<file path="config.mk">
export PLATFORM = sky130hd
export DESIGN_NAME = srm_ctrl_core
export DESIGN_NICKNAME = d
export VERILOG_FILES = /design/src/rtl/srm_pkg.sv /design/src/rtl/srm_ctrl_core_decode.sv /design/src/rtl/srm_ctrl_core.sv
export SDC_FILE = /design/constraint.sdc
export NUM_CORES = 1
export LEC_CHECK = 0
export CORE_MARGIN = 5
export CORE_UTILIZATION = 35
export DETAILED_ROUTE_END_ITERATION = 16
export HOLD_SLACK_MARGIN = 0.05
export PLACE_DENSITY = 0.71
export SLEW_MARGIN = 20
export SYNTH_ARGS = -nofsm -noshare
export SYNTH_HDL_FRONTEND = slang
export SYNTH_HIERARCHICAL = 1
export SYNTH_SLANG_ARGS = --single-unit
</file>
<file path="constraint.sdc">
create_clock -name clk -period 2.9 [get_ports clk]
set_input_delay 0.87 -clock clk [delete_from_list [all_inputs] [get_ports clk]]
set_output_delay 0.87 -clock clk [all_outputs]
set_load 0.01 [all_outputs]
</file>
<file path="src/rtl/srm_pkg.sv">
// Shared definitions for the Simple RISC Machine controller:
// FSM states, instruction classes and opcode/bus encodings.
package srm_pkg;

    typedef enum logic [4:0] {
        S_RST,
        S_IF1,
        S_IF2,
        S_UPD,
        S_DEC,
        S_GA,
        S_GB,
        S_EX,
        S_WR,
        S_AD,
        S_DA,
        S_RD,
        S_LW,
        S_SB,
        S_SX,
        S_WM,
        S_HALT
    } state_t;

    typedef enum logic [2:0] {
        C_MOVI,
        C_MOVR,
        C_ALU,
        C_LDR,
        C_STR,
        C_HALT,
        C_ILL
    } iclass_t;

    localparam logic [2:0] OPC_MOV  = 3'b110;
    localparam logic [2:0] OPC_ALU  = 3'b101;
    localparam logic [2:0] OPC_LDR  = 3'b011;
    localparam logic [2:0] OPC_STR  = 3'b100;
    localparam logic [2:0] OPC_HALT = 3'b111;

    localparam logic [1:0] OP_MOVI = 2'b10;
    localparam logic [1:0] OP_MOVR = 2'b00;
    localparam logic [1:0] OP_MEM  = 2'b00;
    localparam logic [1:0] OP_CMP  = 2'b01;

    localparam logic [1:0] CMD_NONE  = 2'b00;
    localparam logic [1:0] CMD_READ  = 2'b01;
    localparam logic [1:0] CMD_WRITE = 2'b10;

    localparam logic [1:0] VSEL_C     = 2'b00;
    localparam logic [1:0] VSEL_MDATA = 2'b01;
    localparam logic [1:0] VSEL_IMM8  = 2'b10;
    localparam logic [1:0] VSEL_PC    = 2'b11;

    localparam logic [1:0] ALU_ADD = 2'b00;
    localparam logic [1:0] ALU_SUB = 2'b01;
    localparam logic [1:0] ALU_AND = 2'b10;
    localparam logic [1:0] ALU_NOT = 2'b11;

endpackage

</file>
<file path="src/rtl/srm_ctrl_core_decode.sv">
// Combinational instruction decoder: classifies the IR and
// extracts register fields and sign-extended immediates.
module srm_decode
    import srm_pkg::*;
#(
    parameter int DATA_W = 16
) (
    input  logic [15:0]       ir,
    output iclass_t           cls,
    output logic [1:0]        op,
    output logic [2:0]        rn,
    output logic [2:0]        rd,
    output logic [2:0]        rm,
    output logic [1:0]        sh,
    output logic [DATA_W-1:0] sximm8,
    output logic [DATA_W-1:0] sximm5
);

    logic [2:0] opc;

    assign opc    = ir[15:13];
    assign op     = ir[12:11];
    assign rn     = ir[10:8];
    assign rd     = ir[7:5];
    assign sh     = ir[4:3];
    assign rm     = ir[2:0];
    assign sximm8 = DATA_W'($signed(ir[7:0]));
    assign sximm5 = DATA_W'($signed(ir[4:0]));

    // Map opcode/op pairs to an instruction class; unknown is illegal
    always_comb begin
        cls = C_ILL;
        case (opc)
            OPC_MOV: begin
                if (op == OP_MOVI) begin
                    cls = C_MOVI;
                end else if (op == OP_MOVR) begin
                    cls = C_MOVR;
                end
            end
            OPC_ALU: cls = C_ALU;
            OPC_LDR: if (op == OP_MEM) cls = C_LDR;
            OPC_STR: if (op == OP_MEM) cls = C_STR;
            OPC_HALT: if (op == OP_MEM) cls = C_HALT;
            default: cls = C_ILL;
        endcase
    end

endmodule

</file>
<file path="src/rtl/srm_ctrl_core.sv">
// Simple RISC Machine control unit: PC, IR, data-address
// register and the multi-cycle FSM sequencing the datapath.
module srm_ctrl_core
    import srm_pkg::*;
#(
    parameter int DATA_W   = 16,
    parameter int ADDR_W   = 9,
    parameter int RESET_PC = 0
) (
    input  logic              clk,
    input  logic              reset,
    input  logic [DATA_W-1:0] mem_rdata,
    input  logic              mem_ready,
    output logic [1:0]        mem_cmd,
    output logic [ADDR_W-1:0] mem_addr,
    input  logic [DATA_W-1:0] dp_out,
    output logic              loada,
    output logic              loadb,
    output logic              loadc,
    output logic              loads,
    output logic              write,
    output logic              asel,
    output logic              bsel,
    output logic [1:0]        vsel,
    output logic [2:0]        readnum,
    output logic [2:0]        writenum,
    output logic [1:0]        shift,
    output logic [1:0]        ALUop,
    output logic [DATA_W-1:0] sximm8,
    output logic [DATA_W-1:0] sximm5,
    output logic [DATA_W-1:0] pc_out,
    output logic              halted,
    output logic              illegal
);

    state_t            state;
    state_t            next;
    logic [ADDR_W-1:0] pc;
    logic [15:0]       ir;
    logic [ADDR_W-1:0] dar;

    iclass_t    cls;
    logic [1:0] op;
    logic [2:0] rn;
    logic [2:0] rd;
    logic [2:0] rm;
    logic [1:0] sh;

    logic unused_dp;

    // Only the low address bits of the datapath result form an address
    assign unused_dp = ^dp_out[DATA_W-1:ADDR_W];

    assign pc_out = DATA_W'(pc);

    srm_decode #(
        .DATA_W(DATA_W)
    ) u_decode (
        .ir    (ir),
        .cls   (cls),
        .op    (op),
        .rn    (rn),
        .rd    (rd),
        .rm    (rm),
        .sh    (sh),
        .sximm8(sximm8),
        .sximm5(sximm5)
    );

    // FSM state register; reset abandons any pending memory command
    always_ff @(posedge clk or posedge reset) begin
        if (reset) begin
            state <= S_RST;
        end else begin
            state <= next;
        end
    end

    // PC, IR and data-address register updates keyed on FSM state
    always_ff @(posedge clk or posedge reset) begin
        if (reset) begin
            pc  <= ADDR_W'(RESET_PC);
            ir  <= '0;
            dar <= '0;
        end else begin
            case (state)
                S_IF2: ir <= mem_rdata[15:0];
                S_UPD: pc <= pc + ADDR_W'(1);
                S_DA:  dar <= dp_out[ADDR_W-1:0];
                default: ;
            endcase
        end
    end

    // Next-state logic and single-cycle strobes decoded from state
    always_comb begin
        next     = state;
        mem_cmd  = CMD_NONE;
        mem_addr = pc;
        loada    = 1'b0;
        loadb    = 1'b0;
        loadc    = 1'b0;
        loads    = 1'b0;
        write    = 1'b0;
        asel     = 1'b0;
        bsel     = 1'b0;
        vsel     = VSEL_C;
        readnum  = 3'd0;
        writenum = 3'd0;
        shift    = 2'b00;
        ALUop    = ALU_ADD;
        halted   = 1'b0;
        illegal  = 1'b0;
        unique case (state)
            S_RST: next = S_IF1;
            S_IF1: begin
                mem_cmd = CMD_READ;
                if (mem_ready) next = S_IF2;
            end
            S_IF2: next = S_UPD;
            S_UPD: next = S_DEC;
            S_DEC: begin
                case (cls)
                    C_MOVI: next = S_WR;
                    C_MOVR: next = S_GB;
                    C_ALU:  next = S_GA;
                    C_LDR:  next = S_GA;
                    C_STR:  next = S_GA;
                    C_HALT: next = S_HALT;
                    default: begin
                        illegal = 1'b1;
                        next    = S_IF1;
                    end
                endcase
            end
            S_GA: begin
                readnum = rn;
                loada   = 1'b1;
                next    = (cls == C_ALU) ? S_GB : S_AD;
            end
            S_GB: begin
                readnum = rm;
                loadb   = 1'b1;
                next    = S_EX;
            end
            S_EX: begin
                shift = sh;
                if (cls == C_MOVR) begin
                    asel  = 1'b1;
                    loadc = 1'b1;
                    next  = S_WR;
                end else if (op == OP_CMP) begin
                    ALUop = op;
                    loads = 1'b1;
                    next  = S_IF1;
                end else begin
                    ALUop = op;
                    loadc = 1'b1;
                    next  = S_WR;
                end
            end
            S_WR: begin
                write = 1'b1;
                if (cls == C_MOVI) begin
                    vsel     = VSEL_IMM8;
                    writenum = rn;
                end else begin
                    writenum = rd;
                end
                next = S_IF1;
            end
            S_AD: begin
                bsel  = 1'b1;
                loadc = 1'b1;
                next  = S_DA;
            end
            S_DA: next = (cls == C_LDR) ? S_RD : S_SB;
            S_RD: begin
                mem_cmd  = CMD_READ;
                mem_addr = dar;
                if (mem_ready) next = S_LW;
            end
            S_LW: begin
                vsel     = VSEL_MDATA;
                write    = 1'b1;
                writenum = rd;
                next     = S_IF1;
            end
            S_SB: begin
                readnum = rd;
                loadb   = 1'b1;
                next    = S_SX;
            end
            S_SX: begin
                asel  = 1'b1;
                loadc = 1'b1;
                next  = S_WM;
            end
            S_WM: begin
                mem_cmd  = CMD_WRITE;
                mem_addr = dar;
                if (mem_ready) next = S_IF1;
            end
            S_HALT: halted = 1'b1;
            default: next = S_RST;
        endcase
    end

endmodule
</file>
==> results.rst, run 1 <==
.. list-table::
   :header-rows: 1

   * - Metric
     - Value
   * - Run status
     - finished with violations
   * - Violated checks
     - setup timing
   * - Netlist Area Pre-Place
     - 2714 µm²
   * - Library cell used as clock root buffer
     - sky130_fd_sc_hd__clkbuf_8
   * - CTS sink cnt
     - 39
   * - Count of max-cap constraint violations
     - 0
   * - Number of distinct library cell variants in the gate-level netlist after synthesis
     - 55
   * - Worst VDD drop
     - 0.4464 mV
   * - Final design instance area without fill
     - 3923 µm²
   * - Number of antenna violations at the first check in global routing
     - 0
   * - Clock insertion delay at the later pin of the skew report
     - 0.29 ns
   * - Die Y
     - 98.06 µm
   * - Final Critical Period
     - 3.270 ns
   * - Cell count after synthesis
     - 282
   * - DRC violations left
     - 0
   * - Fmax
     - 0.3058 GHz
   * - Maximum fanout along the worst path
     - 4
   * - Average size of a mapped cell
     - 9.624 µm²
   * - Hold_ws
     - 0.5089 ns
   * - Number of enable flip-flop cells after synthesis
     - 0
   * - Num rows
     - 32
   * - Met1 routing resource usage after global routing
     - 17.59%
   * - WL per Instance
     - 15.02 µm
   * - Static power due to leakage
     - 1.796 nW
   * - Count of final hold-check violations
     - 0
   * - Endpoint class of the critical path
     - output pin
   * - Port Buffers
     - 100
   * - Nets@finish
     - 404
   * - Max-slew violations
     - 0
   * - Final worst-path setup slack
     - -0.3697 ns
   * - Share of cells above drive strength 1
     - 34.96%
   * - First-pass iteration count of the detailed router
     - 4
   * - Total inserted antenna cells
     - 0
   * - Critical Path Source Type
     - register
   * - Setup Skew
     - 0.004632 ns
   * - CTS buffer count
     - 5
   * - Number of setup violations in the final report
     - 9
   * - Detailed Place HPWL
     - 5011 µm
   * - Final cell count without fillers
     - 471
   * - Initial cell density of the core
     - 35.49%
   * - Yosys reg bits
     - 39
   * - Cell Area, Placed
     - 3563 µm²
   * - Die area
     - 9615 µm²
   * - Arrival time at the worst endpoint
     - 2.40 ns
   * - Filler cell count
     - 691
   * - Number of buffers on the longest clock path
     - 2
   * - Actual slew at the worst max-slew pin
     - 0.5811 ns
   * - CTS HTree Levels
     - 2
   * - Hold bufs inserted after CTS
     - 0
   * - Setup_tns
     - -2.543 ns
   * - Pin count of the biggest net entering global routing
     - 40
   * - Cell count after placement
     - 446
   * - Ys async rst share
     - 100.0%
   * - Total vias in the final route
     - 2312
   * - Worst rel slew slack
     - 61.13%
   * - Vias per Instance
     - 4.909
   * - Power per standard cell area
     - 1017 nW/µm²
   * - Remaining global-route overflow
     - 0
   * - Number of violations reported at the end of detailed-routing iteration 0
     - 166
   * - Share of the yosys chip area belonging to registers
     - 35.96%
   * - Global Route Usage Sum
     - 13.96%
   * - Layout-stage area growth over the synthesis result
     - 44.54%
   * - Library cell occupying the most area in the post-synthesis netlist
     - sky130_fd_sc_hd__dfrtp_1
   * - Core ar.
     - 7647 µm²
   * - GPL Wtd Cong
     - 0.8280
   * - Busiest layer in global routing
     - met2
   * - Number of nets with antenna violations after detailed routing
     - 0
   * - Ranking of synthesized cells by area
     - sky130_fd_sc_hd__dfrtp_1, sky130_fd_sc_hd__buf_4, sky130_fd_sc_hd__mux2_2
   * - Setup repair after global routing missed its margin
     - true
   * - Die outline width
     - 98.06 µm
   * - Prevailing post-synth register cell
     - sky130_fd_sc_hd__dfrtp_1
   * - First-pass GRT wire length
     - 11070 µm
   * - Overall Power
     - 3.989 mW
   * - Start-to-end type of the worst setup path
     - register to output pin
   * - Number of global-route vias before repair
     - 2265
   * - Yosys synthesis warning count
     - 6
   * - Hold/Removal Path Class
     - register to register
   * - GRT met3 Usage
     - 4.714%
   * - Proportion of netlist area held by the largest area contributor
     - 35.96%
   * - Clock Pin Slew Worst Setup and Hold Paths
     - 0.08 ns
   * - Total wirelength of the detailed-routed design
     - 7073 µm
   * - GR met2 Demand/Resource
     - 23.04%
   * - Worst path required time
     - 2.03 ns
   * - TritonCTS clock tree
     - done
   * - Period Utilization, post-route
     - 112.7%
   * - Number of top-level design ports
     - 115
-- cells in the mapped netlist (2+ instances only) --
cell	instances
sky130_fd_sc_hd__buf_6	3
sky130_fd_sc_hd__o22ai_1	3
sky130_fd_sc_hd__buf_2	4
sky130_fd_sc_hd__or3_1	2
sky130_fd_sc_hd__or3b_1	3
sky130_fd_sc_hd__clkbuf_1	2
sky130_fd_sc_hd__dfrtp_1	39
sky130_fd_sc_hd__nor3_1	8
sky130_fd_sc_hd__and3_1	5
sky130_fd_sc_hd__mux2i_1	2
sky130_fd_sc_hd__xnor2_1	6
sky130_fd_sc_hd__and2_1	2
sky130_fd_sc_hd__a22oi_1	4
sky130_fd_sc_hd__nand3b_1	4
sky130_fd_sc_hd__o21ai_0	7
sky130_fd_sc_hd__a31oi_1	4
sky130_fd_sc_hd__clkbuf_2	2
sky130_fd_sc_hd__nand2_1	18
sky130_fd_sc_hd__o32ai_1	2
sky130_fd_sc_hd__inv_1	8
sky130_fd_sc_hd__nand4_1	2
sky130_fd_sc_hd__nor2b_1	6
sky130_fd_sc_hd__mux2_2	34
sky130_fd_sc_hd__nand2b_1	3
sky130_fd_sc_hd__nand3_1	2
sky130_fd_sc_hd__nor2_1	16
sky130_fd_sc_hd__a21oi_1	9
sky130_fd_sc_hd__buf_4	54
sky130_fd_sc_hd__xor2_1	2
-- area by class of cell --
class                           count  area [µm²]  share of cell area, %
Multi-Input combinational cell    176        1401                  35.73
Timing Repair Buffer              138        1299                  33.11
Clock inverter                      1       5.005                 0.1276
Clock buffer                        7       76.32                  1.946
Sequential cell                    39       979.7                  24.98
Tap cell                          102       127.6                  3.254
Inverter                            8       33.78                 0.8612
-- final timing paths --
path / from / to / slack (ns) / cells past startpoint
min in group asynchronous: reset / dar[6]$_DFFE_PP0N_ / 1.01 / 3
max reg2reg: ir[12]$_DFFE_PP0P_ / state[3]$_DFFE_PP0P_ / 0.65 / 8
max in group asynchronous: reset / state[4]$_DFFE_PP0P_ / 1.49 / 3
max: ir[12]$_DFFE_PP0P_ / loads / -0.37 / 8
min reg2reg: dar[1]$_DFFE_PP0N_ / dar[1]$_DFFE_PP0N_ / 0.51 / 1
min: dar[1]$_DFFE_PP0N_ / dar[1]$_DFFE_PP0N_ / 0.51 / 1
-- routing by layer --
| metal | routed length, µm | vias to the layer above |
|---|---|---|
| met5 | 0 | - |
| met4 | 69 | 0 |
| met3 | 705 | 10 |
| met2 | 3362 | 103 |
| met1 | 2935 | 1108 |
| li1 | - | 1091 |
-- sequential cells by signal, indices dropped and copies added (netlist names) --
register,count
dar,9
ir,16
pc,9
state,5
-- cell families (layout without fill, tap and decap cells) --
kind of cell               after synthesis  in the layout  share of synthesized area (%)
other                                    1              7                         0.1382
muxes                                   37             37                          15.26
adders and majority gates                2              2                         0.8759
DFF                                     39             39                          35.96
and+or+nand+nor                         84             85                          17.71
buffers and inverters                   74            154                          18.81
xor gates and xnor gates                 8              8                          2.582
AOI/OAI and AO/OA                       37             37                          8.668
-- repair_timing --
| item | CTS | global route |
|---|---|---|
| pin swaps | 11 | 4 |
| cloned | 0 | 1 |
| setup buffers | 5 | 13 |
| setup endpoints to repair | 29 | 28 |
| resized for setup | 69 | 28 |
-- report_power, final --
part / internal, mW / switching [mW] / leakage, nW
logic: 1.46 / 1.14 / 1.28
registers: 0.781 / 0.249 / 0.475
clock network: 0.169 / 0.191 / 0.0422
total: 2.41 / 1.58 / 1.80
-- worst max-delay path, cell delays in order (launching register included) --
cell	delay, ns
sky130_fd_sc_hd__dfrtp_1	0.42
sky130_fd_sc_hd__maj3_2	0.33
sky130_fd_sc_hd__or3b_4	0.39
sky130_fd_sc_hd__or3b_4	0.40
sky130_fd_sc_hd__nand3b_1	0.17
sky130_fd_sc_hd__buf_4	0.14
sky130_fd_sc_hd__or4_4	0.11
sky130_fd_sc_hd__inv_2	0.03
sky130_fd_sc_hd__buf_6	0.11
-- cells in the final DEF (no fill, tap or decap), drive strengths merged, types with 2 or more instances in the layout --
cell type / synthesis / routed
a21oi: 9 / 9
a22oi: 4 / 4
a31oi: 4 / 4
and2: 2 / 2
and3: 5 / 5
buf: 62 / 48
clkbuf: 4 / 7
clkdlybuf4s50: 0 / 80
conb: 1 / 7
dfrtp: 39 / 39
dlymetal6s2s: 0 / 10
inv: 8 / 7
mux2: 35 / 35
mux2i: 2 / 2
nand2: 19 / 19
nand2b: 3 / 3
nand3: 3 / 4
nand3b: 4 / 4
nand4: 2 / 2
nor2: 16 / 16
nor2b: 6 / 6
nor3: 9 / 9
nor3b: 2 / 2
o21ai: 8 / 8
o22ai: 3 / 3
o32ai: 2 / 2
or2: 2 / 2
or3: 2 / 2
or3b: 4 / 4
xnor2: 6 / 6
xor2: 2 / 2
-- stage by stage --
| step | util (%) | setup slack (ns) |
|---|---|---|
| finish | 51.29 | -0.3697 |
| global route | 51.29 | -0.4661 |
| CTS | 48.64 | -0.3399 |
| detailed placement | 46.60 | -0.4802 |
| global placement | 46.60 | -0.4727 |
| floorplan | - | 0.02879 |
(Power assumes the default switching activity.)
==> run 2, diff against run 1 <==
Settings changed: MAX_ROUTING_LAYER from default to met4.
==> run 2 against run 1 <==
Effect of this change: the run still ends with setup timing left; sequential share of layout area increased by 0.072 points; final cell count shrank 0.42%; sequential power is essentially flat; maximum frequency fell by 0.18%; clock power rose by 2%; non-clock buffer count shrank 2; via count decreased by 0.43%.
==> results.rst, run 2 (synthesis gave the netlist of run 1 again) <==
.. list-table::
   :header-rows: 1

   * - Metric
     - Value
   * - CTS sink cnt
     - 39
   * - Critical Path Source Type
     - register
   * - Violated checks
     - setup timing
   * - Worst VDD drop
     - 0.4291 mV
   * - Startpoint of the worst register-to-register path
     - ir[12]$_DFFE_PP0P_
   * - Max-slew violations
     - 0
   * - First-pass iteration count of the detailed router
     - 4
   * - Maximum fanout along the worst path
     - 4
   * - Hold_ws
     - 0.5063 ns
   * - Port Buffers
     - 100
   * - Worst Reg-to-Reg Cells
     - 8
   * - Actual slew at the worst max-slew pin
     - 0.5825 ns
   * - Longest individual stage delay on the worst path
     - 0.42 ns
   * - Start-to-end type of the worst setup path
     - register to output pin
   * - Cell Area, Placed
     - 3563 µm²
   * - Area taken by multi-input logic gates
     - 1401 µm²
   * - Number of buffers on the longest clock path
     - 2
   * - Final worst-path setup slack
     - -0.3755 ns
   * - WL per Instance
     - 15.06 µm
   * - Endpoint class of the critical path
     - output pin
   * - Buffers and inverters on the worst path
     - 3
   * - Number of global-route vias before repair
     - 2268
   * - Layout Utilization
     - 51.21%
   * - Final design instance area without fill
     - 3916 µm²
   * - Die area
     - 9615 µm²
   * - Min-Delay Startpoint
     - dar[8]$_DFFE_PP0N_
   * - Library cell used as clock root buffer
     - sky130_fd_sc_hd__clkbuf_8
   * - Final Critical Period
     - 3.275 ns
   * - Remaining global-route overflow
     - 0
   * - Number of top-level design ports
     - 115
   * - Count of final hold-check violations
     - 0
   * - Cell count after placement
     - 446
   * - CTS HTree Levels
     - 2
   * - Filler cell count
     - 696
   * - Clock insertion delay at the later pin of the skew report
     - 0.30 ns
   * - Hold bufs inserted after CTS
     - 0
   * - Hold/Removal Path Class
     - register to register
   * - Pin count of the biggest net entering global routing
     - 40
   * - Final cell count without fillers
     - 469
   * - Total inserted antenna cells
     - 0
   * - Setup repair after global routing missed its margin
     - true
   * - Worst path required time
     - 2.03 ns
   * - First-pass GRT wire length
     - 11030 µm
   * - Global Route Usage Sum
     - 14.37%
   * - Total vias in the final route
     - 2302
   * - Max reg flops
     - 16
   * - DRC violations left
     - 0
   * - Chain of cells forming the critical path
     - maj3_2 -> or3b_4 -> or3b_4 -> nand3b_1 -> buf_4 -> or4_4 -> inv_2 -> buf_6
   * - FF/Latch Area
     - 980.9 µm²
   * - Fmax
     - 0.3053 GHz
   * - Reg with most FFs
     - ir
   * - Share of cells above drive strength 1
     - 34.88%
   * - Die Y
     - 98.06 µm
   * - Detailed Place HPWL
     - 5011 µm
   * - Number of instances on the worst hold path
     - 1
   * - Count of max-cap constraint violations
     - 0
   * - Power per standard cell area
     - 1017 nW/µm²
   * - GPL Wtd Cong
     - 0.8406
   * - Core ar.
     - 7647 µm²
   * - Number of violations reported at the end of detailed-routing iteration 0
     - 123
   * - Arrival time at the worst endpoint
     - 2.41 ns
   * - Kind of cell adding the most delay to the critical path
     - simple AND/OR/NAND/NOR gates
   * - Master of the slowest instance on the critical path
     - sky130_fd_sc_hd__dfrtp_1
   * - Nets@finish
     - 402
   * - Period Utilization, post-route
     - 112.9%
   * - Layout-stage area growth over the synthesis result
     - 44.31%
   * - End point of the most critical hold path
     - dar[8]$_DFFE_PP0N_
   * - Initial cell density of the core
     - 35.49%
   * - Number of setup violations in the final report
     - 9
   * - Most common library cell in the layout ignoring fill and taps
     - sky130_fd_sc_hd__clkdlybuf4s50_1
   * - Total wirelength of the detailed-routed design
     - 7063 µm
   * - Worst rel slew slack
     - 61.04%
   * - Run status
     - finished with violations
   * - Reg2Reg Capture Point
     - state[3]$_DFFE_PP0P_
   * - Vias per Instance
     - 4.908
   * - CTS buffer count
     - 5
   * - Setup Skew
     - 0.005242 ns
   * - TritonCTS clock tree
     - done
   * - Clock Pin Slew Worst Setup and Hold Paths
     - 0.08 ns
   * - Num rows
     - 32
   * - Critical Path Most Common Cell
     - sky130_fd_sc_hd__or3b_4
   * - Setup slack on the worst flop-to-flop path
     - 0.65 ns
   * - Die outline width
     - 98.06 µm
   * - Overall Power
     - 3.984 mW
   * - Number of antenna violations at the first check in global routing
     - 0
   * - Most used cells in the layout excluding fill and tap cells
     - sky130_fd_sc_hd__clkdlybuf4s50_1, sky130_fd_sc_hd__dfrtp_1, sky130_fd_sc_hd__mux2_2, sky130_fd_sc_hd__buf_4, sky130_fd_sc_hd__nand2_1
   * - Worst slack at placement
     - -0.4802 ns
   * - Setup_tns
     - -2.585 ns
   * - Leading registers by flop count
     - ir: 16 flops, dar: 9 flops, pc: 9 flops
   * - Number of nets with antenna violations after detailed routing
     - 0
   * - Static power due to leakage
     - 1.832 nW
==> run 2: timing repair <==
action	CTS	global route
resized for setup	69	32
hold endpoints to repair	0	0
gates cloned	0	1
setup buffers	5	11
pin swaps	11	4
setup endpoints to repair	29	28
==> run 2: where the power goes <==
group	internal, mW	total (mW)	leakage (nW)	switching [mW]
sequential	0.782	1.04	0.473	0.253
combinational	1.45	2.58	1.32	1.13
clock	0.169	0.366	0.0422	0.197
total	2.40	3.98	1.83	1.58
==> run 2: layout make-up <==
| cell class | instances | area share (%) |
|---|---|---|
| well taps | 102 | 3.259 |
| inverters | 8 | 0.8626 |
| clock buffers | 7 | 1.949 |
| multi-input cells | 176 | 35.78 |
| repair buffers | 136 | 32.97 |
| flip-flops and latches | 39 | 25.05 |
| clock inverters | 1 | 0.1278 |
==> run 2: worst max path at each step <==
| stage | slack, ns | from | cells after the start | to |
|---|---|---|---|---|
| after global placement | -0.47 | ir[14]$_DFFE_PP0P_ | 8 | loadc |
| after floorplan | 0.03 | ir[13]$_DFFE_PP0P_ | 8 | writenum[0] |
| after detailed placement | -0.48 | ir[14]$_DFFE_PP0P_ | 8 | loadc |
| after CTS | -0.34 | ir[14]$_DFFE_PP0P_ | 8 | loadc |
| after global routing | -0.47 | ir[14]$_DFFE_PP0P_ | 8 | loadc |
| final | -0.38 | ir[12]$_DFFE_PP0P_ | 8 | loads |
==> run 2: routing by layer <==
layer / global-route usage [%] / up-vias / share of wire [%]
met3: 3.643 / 5 / 8.5
met1: 18.08 / 1113 / 42
met5: - / - / 0
li1: - / 1088 / -
met2: 23.19 / 96 / 49
met4: 3.514 / 0 / 0.62
